===== src/rtl/dram_arbiter.sv =====
// Two-requester arbiter for the DRAM user command port: calibration gate,
// round-robin grant, one registered command stage and in-order read routing.
//
// Ports:
//   clk_166_67_mhz, dram_rstx_async  clock, async active-low reset
//   mN_ren/wen/addr/wdata/wmask      requester N command, held until mN_ack
//   mN_ack                           one-cycle pulse, request captured
//   mN_rdata/mN_rvalid               read data returned to requester N
//   dram_ren/wen/addr/wdata/wmask    registered command to DRAM
//   dram_busy                        DRAM not accepting this cycle
//   dram_init_calib_complete         calibration finished
//   dram_rdata/dram_rdata_valid      in-order read data from DRAM
//   ready                            calibration seen, arbiter running
//   err                              sticky protocol error
module dram_arbiter #(
   parameter int ADDR_W   = 27,
   parameter int DATA_W   = 128,
   parameter int MASK_W   = 16,
   parameter int RD_DEPTH = 4
) (
   input  logic              clk_166_67_mhz,
   input  logic              dram_rstx_async,
   input  logic              m0_ren,
   input  logic              m0_wen,
   input  logic [ADDR_W-1:0] m0_addr,
   input  logic [DATA_W-1:0] m0_wdata,
   input  logic [MASK_W-1:0] m0_wmask,
   output logic              m0_ack,
   output logic [DATA_W-1:0] m0_rdata,
   output logic              m0_rvalid,
   input  logic              m1_ren,
   input  logic              m1_wen,
   input  logic [ADDR_W-1:0] m1_addr,
   input  logic [DATA_W-1:0] m1_wdata,
   input  logic [MASK_W-1:0] m1_wmask,
   output logic              m1_ack,
   output logic [DATA_W-1:0] m1_rdata,
   output logic              m1_rvalid,
   output logic              dram_ren,
   output logic              dram_wen,
   output logic [ADDR_W-1:0] dram_addr,
   output logic [DATA_W-1:0] dram_wdata,
   output logic [MASK_W-1:0] dram_wmask,
   input  logic              dram_busy,
   input  logic              dram_init_calib_complete,
   input  logic [DATA_W-1:0] dram_rdata,
   input  logic              dram_rdata_valid,
   output logic              ready,
   output logic              err
);

   localparam int PW = $clog2(RD_DEPTH);
   localparam int CW = PW + 1;
   localparam int IW = CW + 1;

   typedef enum logic {
      CALIB,
      RUN
   } state_t;

   state_t state_q, state_d;

   logic rr_q;

   logic              stg_ren_q;
   logic              stg_wen_q;
   logic              stg_id_q;
   logic [ADDR_W-1:0] stg_addr_q;
   logic [DATA_W-1:0] stg_wdata_q;
   logic [MASK_W-1:0] stg_wmask_q;

   logic [RD_DEPTH-1:0] tag_q;
   logic [PW-1:0]       wr_ptr_q;
   logic [PW-1:0]       rd_ptr_q;
   logic [CW-1:0]       cnt_q;

   logic              rv0_q;
   logic              rv1_q;
   logic [DATA_W-1:0] rd0_q;
   logic [DATA_W-1:0] rd1_q;
   logic              err_q;

   logic              stg_valid;
   logic              accept;
   logic              loadable;
   logic              push;
   logic              pop;
   logic              drop;
   logic              head;
   logic [IW-1:0]     inflight;
   logic              rd_room;
   logic              elig0;
   logic              elig1;
   logic              gnt0;
   logic              gnt1;
   logic              gnt;
   logic              sel_ren;
   logic              sel_wen;
   logic [ADDR_W-1:0] sel_addr;
   logic [DATA_W-1:0] sel_wdata;
   logic [MASK_W-1:0] sel_wmask;
   logic              bad_req;

   assign stg_valid = stg_ren_q | stg_wen_q;
   assign accept    = stg_valid & ~dram_busy;
   assign loadable  = ~stg_valid | accept;

   // Only pure reads travel as reads; an illegal ren&wen became a write.
   assign push = accept & stg_ren_q;
   assign pop  = dram_rdata_valid & (cnt_q != '0);
   assign drop = dram_rdata_valid & (cnt_q == '0);
   assign head = tag_q[rd_ptr_q];

   // A pop this cycle frees a slot that a read granted now may take.
   assign inflight = IW'(cnt_q)
                   + IW'(stg_ren_q)
                   - IW'(pop);
   assign rd_room  = inflight < IW'(RD_DEPTH);

   assign elig0 = m0_wen | (m0_ren & rd_room);
   assign elig1 = m1_wen | (m1_ren & rd_room);

   always_ff @(posedge clk_166_67_mhz or negedge dram_rstx_async) begin
      if (!dram_rstx_async) begin
         state_q <= CALIB;
      end else begin
         state_q <= state_d;
      end
   end

   always_comb begin
      state_d = state_q;
      gnt0    = 1'b0;
      gnt1    = 1'b0;
      unique case (state_q)
         CALIB: begin
            if (dram_init_calib_complete) begin
               state_d = RUN;
            end
         end
         RUN: begin
            if (loadable) begin
               gnt0 = elig0 & (~elig1 | ~rr_q);
               gnt1 = elig1 & (~elig0 | rr_q);
            end
         end
         default: state_d = CALIB;
      endcase
   end

   assign gnt       = gnt0 | gnt1;
   assign sel_ren   = gnt1 ? m1_ren   : m0_ren;
   assign sel_wen   = gnt1 ? m1_wen   : m0_wen;
   assign sel_addr  = gnt1 ? m1_addr  : m0_addr;
   assign sel_wdata = gnt1 ? m1_wdata : m0_wdata;
   assign sel_wmask = gnt1 ? m1_wmask : m0_wmask;
   assign bad_req   = gnt & sel_ren & sel_wen;

   always_ff @(posedge clk_166_67_mhz or negedge dram_rstx_async) begin
      if (!dram_rstx_async) begin
         rr_q <= 1'b0;
      end else if (gnt) begin
         rr_q <= gnt0;
      end
   end

   always_ff @(posedge clk_166_67_mhz or negedge dram_rstx_async) begin
      if (!dram_rstx_async) begin
         stg_ren_q   <= 1'b0;
         stg_wen_q   <= 1'b0;
         stg_id_q    <= 1'b0;
         stg_addr_q  <= '0;
         stg_wdata_q <= '0;
         stg_wmask_q <= '0;
      end else if (gnt) begin
         stg_ren_q   <= sel_ren & ~sel_wen;
         stg_wen_q   <= sel_wen;
         stg_id_q    <= gnt1;
         stg_addr_q  <= sel_addr;
         stg_wdata_q <= sel_wdata;
         stg_wmask_q <= sel_wmask;
      end else if (accept) begin
         stg_ren_q   <= 1'b0;
         stg_wen_q   <= 1'b0;
      end
   end

   always_ff @(posedge clk_166_67_mhz or negedge dram_rstx_async) begin
      if (!dram_rstx_async) begin
         tag_q    <= '0;
         wr_ptr_q <= '0;
         rd_ptr_q <= '0;
         cnt_q    <= '0;
      end else begin
         if (push) begin
            tag_q[wr_ptr_q] <= stg_id_q;
            wr_ptr_q        <= wr_ptr_q + PW'(1);
         end
         if (pop) begin
            rd_ptr_q <= rd_ptr_q + PW'(1);
         end
         cnt_q <= cnt_q + CW'(push) - CW'(pop);
      end
   end

   always_ff @(posedge clk_166_67_mhz or negedge dram_rstx_async) begin
      if (!dram_rstx_async) begin
         rv0_q <= 1'b0;
         rv1_q <= 1'b0;
         rd0_q <= '0;
         rd1_q <= '0;
      end else begin
         rv0_q <= pop & ~head;
         rv1_q <= pop & head;
         if (pop & ~head) begin
            rd0_q <= dram_rdata;
         end
         if (pop & head) begin
            rd1_q <= dram_rdata;
         end
      end
   end

   always_ff @(posedge clk_166_67_mhz or negedge dram_rstx_async) begin
      if (!dram_rstx_async) begin
         err_q <= 1'b0;
      end else if (bad_req | drop) begin
         err_q <= 1'b1;
      end
   end

   assign m0_ack     = gnt0;
   assign m1_ack     = gnt1;
   assign m0_rvalid  = rv0_q;
   assign m1_rvalid  = rv1_q;
   assign m0_rdata   = rd0_q;
   assign m1_rdata   = rd1_q;
   assign dram_ren   = stg_ren_q;
   assign dram_wen   = stg_wen_q;
   assign dram_addr  = stg_addr_q;
   assign dram_wdata = stg_wdata_q;
   assign dram_wmask = stg_wmask_q;
   assign ready      = (state_q == RUN);
   assign err        = err_q;

endmodule

===== config.mk =====
export PLATFORM = sky130hd
export DESIGN_NAME = dram_arbiter
export DESIGN_NICKNAME = d
export VERILOG_FILES = /design/src/rtl/dram_arbiter.sv
export SDC_FILE = /design/constraint.sdc
export NUM_CORES = 1
export LEC_CHECK = 0
export ABC_AREA = 1
export BUFFER_PORTS_ARGS = -buffer_cell sky130_fd_sc_hd__clkbuf_2
export CORE_AREA = 2 2 358 360
export DETAILED_ROUTE_END_ITERATION = 12
export DIE_AREA = 0 0 360 362
export HOLD_SLACK_MARGIN = 0.02
export PLACE_DENSITY_LB_ADDON = 0.12
export RECOVER_POWER = 100
export SYNTH_ARGS = -nofsm -noshare
export SYNTH_HDL_FRONTEND = slang
export SYNTH_SLANG_ARGS = --single-unit

===== constraint.sdc =====
create_clock -name clk_166_67_mhz -period 2.2 [get_ports clk_166_67_mhz]
set_input_delay 0.11 -clock clk_166_67_mhz [delete_from_list [all_inputs] [get_ports clk_166_67_mhz]]
set_output_delay 0.11 -clock clk_166_67_mhz [all_outputs]
set_load 0.05 [all_outputs]

==> summary.txt <==
Synth
  • #FFs+latches synth: 446
  • Yosys warns: 0
  • Number of synthesized flops with an enable pin: 0
  • Combinational family with the most area after synthesis: simple AND/OR/NAND/NOR gates
  • Synth cell types: 27
  • Synth Flop Type: dfrtp_1
  • Post-synth top cells: 611 x nand2_1, 446 x dfrtp_1, 353 x nand3_1
  • Seq/Total Area, Yosys: 0.613
  • Xor-xnor portion of the synthesized cell area: 0.00192
  • Synth Area in Adders: 0.00591
  • Yosys top cell area share: 0.613
  • Mux contribution to synthesized area: 0
  • Mapped Nets: 2,506
  • Top cells by area, synth: dfrtp_1 61%, nand2_1 13%, nand3_1 9.7%
  • Synth Area in Compound Gates: 0.0764
  • Synth Area per Inst: 9.02 sq um
  • Most common cell in the netlist: nand2_1
  • Synthesized area: 18,200 sq um
  • Post-synthesis simple-gate area fraction: 0.235
  • Cells after synthesis: 2,019
  • Area leader, netlist: dfrtp_1
  • Post-synth ARST share: 1.00

Worst setup path
  • Worst path required time: 2.09 ns
  • Critical Path, Cell by Cell: inv_2 -> nand2_2 -> nand3_4 -> ha_4 -> nand2_2 -> nand3b_1 -> nand2_1 -> nand2_1 -> nand2_2 -> nand3_4 -> a21oi_4 -> nand2_8 -> inv_6 -> buf_12 -> clkbuf_16
  • Critical path type: flop to output port
  • R2R setup slack: -0.54 ns
  • CP max stage cell: dfrtp_1
  • Worst path max stage delay: 0.38 ns
  • CP startpoint kind: flop
  • CP Data Arrival Time: 2.67 ns
  • CP most frequent cell: nand2_2
  • CP Max Fanout: 3
  • Setup crit end kind: output port

Layout
  • FILL cells: 13,800
  • Area grow syn2layout: 96.6%
  • Layout cells sized above 1: 0.314
  • Final nets: 4,020
  • Post-Layout Cell Count: 5,244

Status
  • Status: finished with violations
  • Failing checks: negative setup slack

Placement
  • Dpl cells: 4,578
  • Gpl congestion: 0.785
  • PortBufs: 913
  • Pre-CTS setup slack: -0.283 ns
  • HPWL after DPL: 67.4 mm

Global routing
  • Met3 Track Usage GR: 0.0303
  • Initial antenna violation count: 5
  • First-pass GRT wire length: 141 mm
  • Global Route met1 Usage: 0.165
  • Number of global-route vias before repair: 21,200
  • Pin count of the biggest net entering global routing: 65
  • Most used routing layer: met2
  • Total Routing Usage GR: 0.142
  • Gr ovfl total: 0
  • Met2 global-route usage: 0.261

Timing
  • Final worst slack: -0.580 ns
  • Final min period: 2.78 ns
  • RSZ-0062 raised after global routing: yes
  • Final Max Slew Viols: 0
  • Worst Tran Pin Value: 1.11 ns
  • Skew final: 0.0135 ns
  • Setup-failing EPs final: 177
  • Slew HR: 0.259
  • Achievable Freq: 360 MHz
  • Period utilization: 1.26
  • Hold Fails Final Rpt: 0
  • Hold Slack: 0.0653 ns
  • Setup_tns: -77.07 ns

Routing
  • Initial drt markers: 837
  • Number of vias per cell: 3.79
  • Routed via count: 19,900
  • Routed len/inst: 18.6 microns
  • DRC: 0
  • Router iterations before antenna repair: 5
  • Antenna viol nets, final: 0
  • Total Wirelength: 97.8 mm

Clock tree
  • Num CTS Buffers: 59
  • Longest Clk Path Bufs: 3
  • Clock transition at the registers of the reported paths: 0.06 ns
  • Worst skew pair latency: 0.64 ns
  • CTS H-tree depth: 2
  • Clk sinks: 446
  • Clock Tree Root: clkbuf_16
  • Clock tree from TritonCTS: done

Die
  • Boundary Pins: 914
  • Die footprint: 130,000 sq um
  • Initial core utilization: 0.144
  • FP Rows: 131
  • Core area: 127,000 sq um
  • Die Wd: 360 microns
  • Die height: 362 microns

Power
  • Lkg Pwr: 17.0 nW
  • PnR Total Power: 0.0635 W
  • Worst VDD drop: 0.000776 V
  • Pwr dens: 1770 nW/um^2

Run
  • Max Cap Viol: 0

Hold path
  • Hold/Removal Path Class: input pin to flop
## flip-flops by register name (all words and copies together) (netlist names), 3 cells and up
| register | cells |
|---|---|
| cnt_q | 3 |
| dram_wmask | 16 |
| tag_q | 4 |
| dram_addr | 27 |
| m0_rdata | 128 |
| dram_wdata | 128 |
| m1_rdata | 128 |
## path summary, 6_finish.rpt
kind                                                from                          to  depth (start not counted)
worst max register to register        cnt_q[1]$_DFF_PN0_   dram_addr[14]$_DFFE_PN0P_                         20
worst min-delay path                              m1_ren            rr_q$_DFFE_PN0P_                          5
max in group asynchronous                dram_rstx_async    dram_addr[1]$_DFFE_PN0P_                          3
min in group asynchronous                dram_rstx_async  dram_wdata[12]$_DFFE_PN0P_                          3
worst max-delay path                  cnt_q[1]$_DFF_PN0_                      m1_ack                         15
worst min register to register  m0_rdata[76]$_DFFE_PN0P_    m0_rdata[76]$_DFFE_PN0P_                          2
## routing by layer
| metal | wire length, microns | vias to the layer above | part of all wire |
|---|---|---|---|
| met5 | 26 | - | 0.00027 |
| met4 | 2960 | 4 | 0.030 |
| met3 | 4790 | 160 | 0.049 |
| met2 | 51700 | 519 | 0.53 |
| met1 | 38300 | 9606 | 0.39 |
| li1 | - | 9601 | - |
## through the flow
step / utilization / cell area [sq um]
CTS: 0.274 / 34800
global placement: 0.203 / 25700
floorplan: - / 18200
global route: 0.283 / 35800
finish: 0.283 / 35800
detailed placement: 0.203 / 25700
## worst max-delay path: cells and delay by family, from the launching register on
kind / cells / cell delay, ns
flip-flops: 1 / 0.38
AO/OA/AOI/OAI: 1 / 0.23
adder cells (fa/ha/maj): 1 / 0.27
buffers and inverters: 4 / 0.39
AND/OR/NAND/NOR: 9 / 0.74
## cell usage in the layout (no fill, tap or decap), drive strengths merged
cell type       n
a21oi           6
buf           158
bufbuf          5
bufinv          3
clkbuf       1034
clkinv          8
dfrtp         446
diode           4
dlygate4sd3   478
fa              1
ha              7
inv           159
nand2         635
nand3         355
nand3b          1
nor2            9
o21ai         263
o21bai          3
o22ai           2
or2             1
xnor2           2
xor2            2
## final cells by class
class                      count  area, sq um  area share
multi-input combinational   1287         8210       0.229
antenna                        4         10.0    0.000279
tap                         1662         2080      0.0581
timing repair inverter         2         20.0    0.000559
clock inverter                12          150     0.00419
timing repair buffer        1581        11800       0.329
sequential                   446        11200       0.312
clock buffer                  94         1770      0.0494
inverter                     156          622      0.0174
## timing repair
| action | CTS | global route |
|---|---|---|
| hold buffers | 479 | 0 |
| setup buffers | 35 | 9 |
| hold endpoints to repair | 888 | 0 |
| endpoints found under the setup margin | 399 | 210 |
| cloned | 36 | 6 |
| resized for setup | 218 | 312 |
| pin swaps | 23 | 55 |
## kinds of logic (layout without fill, tap and decap cells)
kind of cell / Yosys count / after routing
buffers and inverters: 286 / 1845
AO/OA/AOI/OAI: 274 / 274
other: 0 / 4
XOR/XNOR: 4 / 4
flip-flops: 446 / 446
AND/OR/NAND/NOR: 1001 / 1001
adder cells (fa/ha/maj): 8 / 8
## power by group
group | internal (W) | switching [W] | leakage [nW]
registers | 0.0123 | 0.00237 | 5.45
clock network | 0.00580 | 0.00394 | 0.945
logic | 0.0113 | 0.0277 | 10.6
total | 0.0295 | 0.0340 | 17.0
Power figures use the tool's default switching activity.
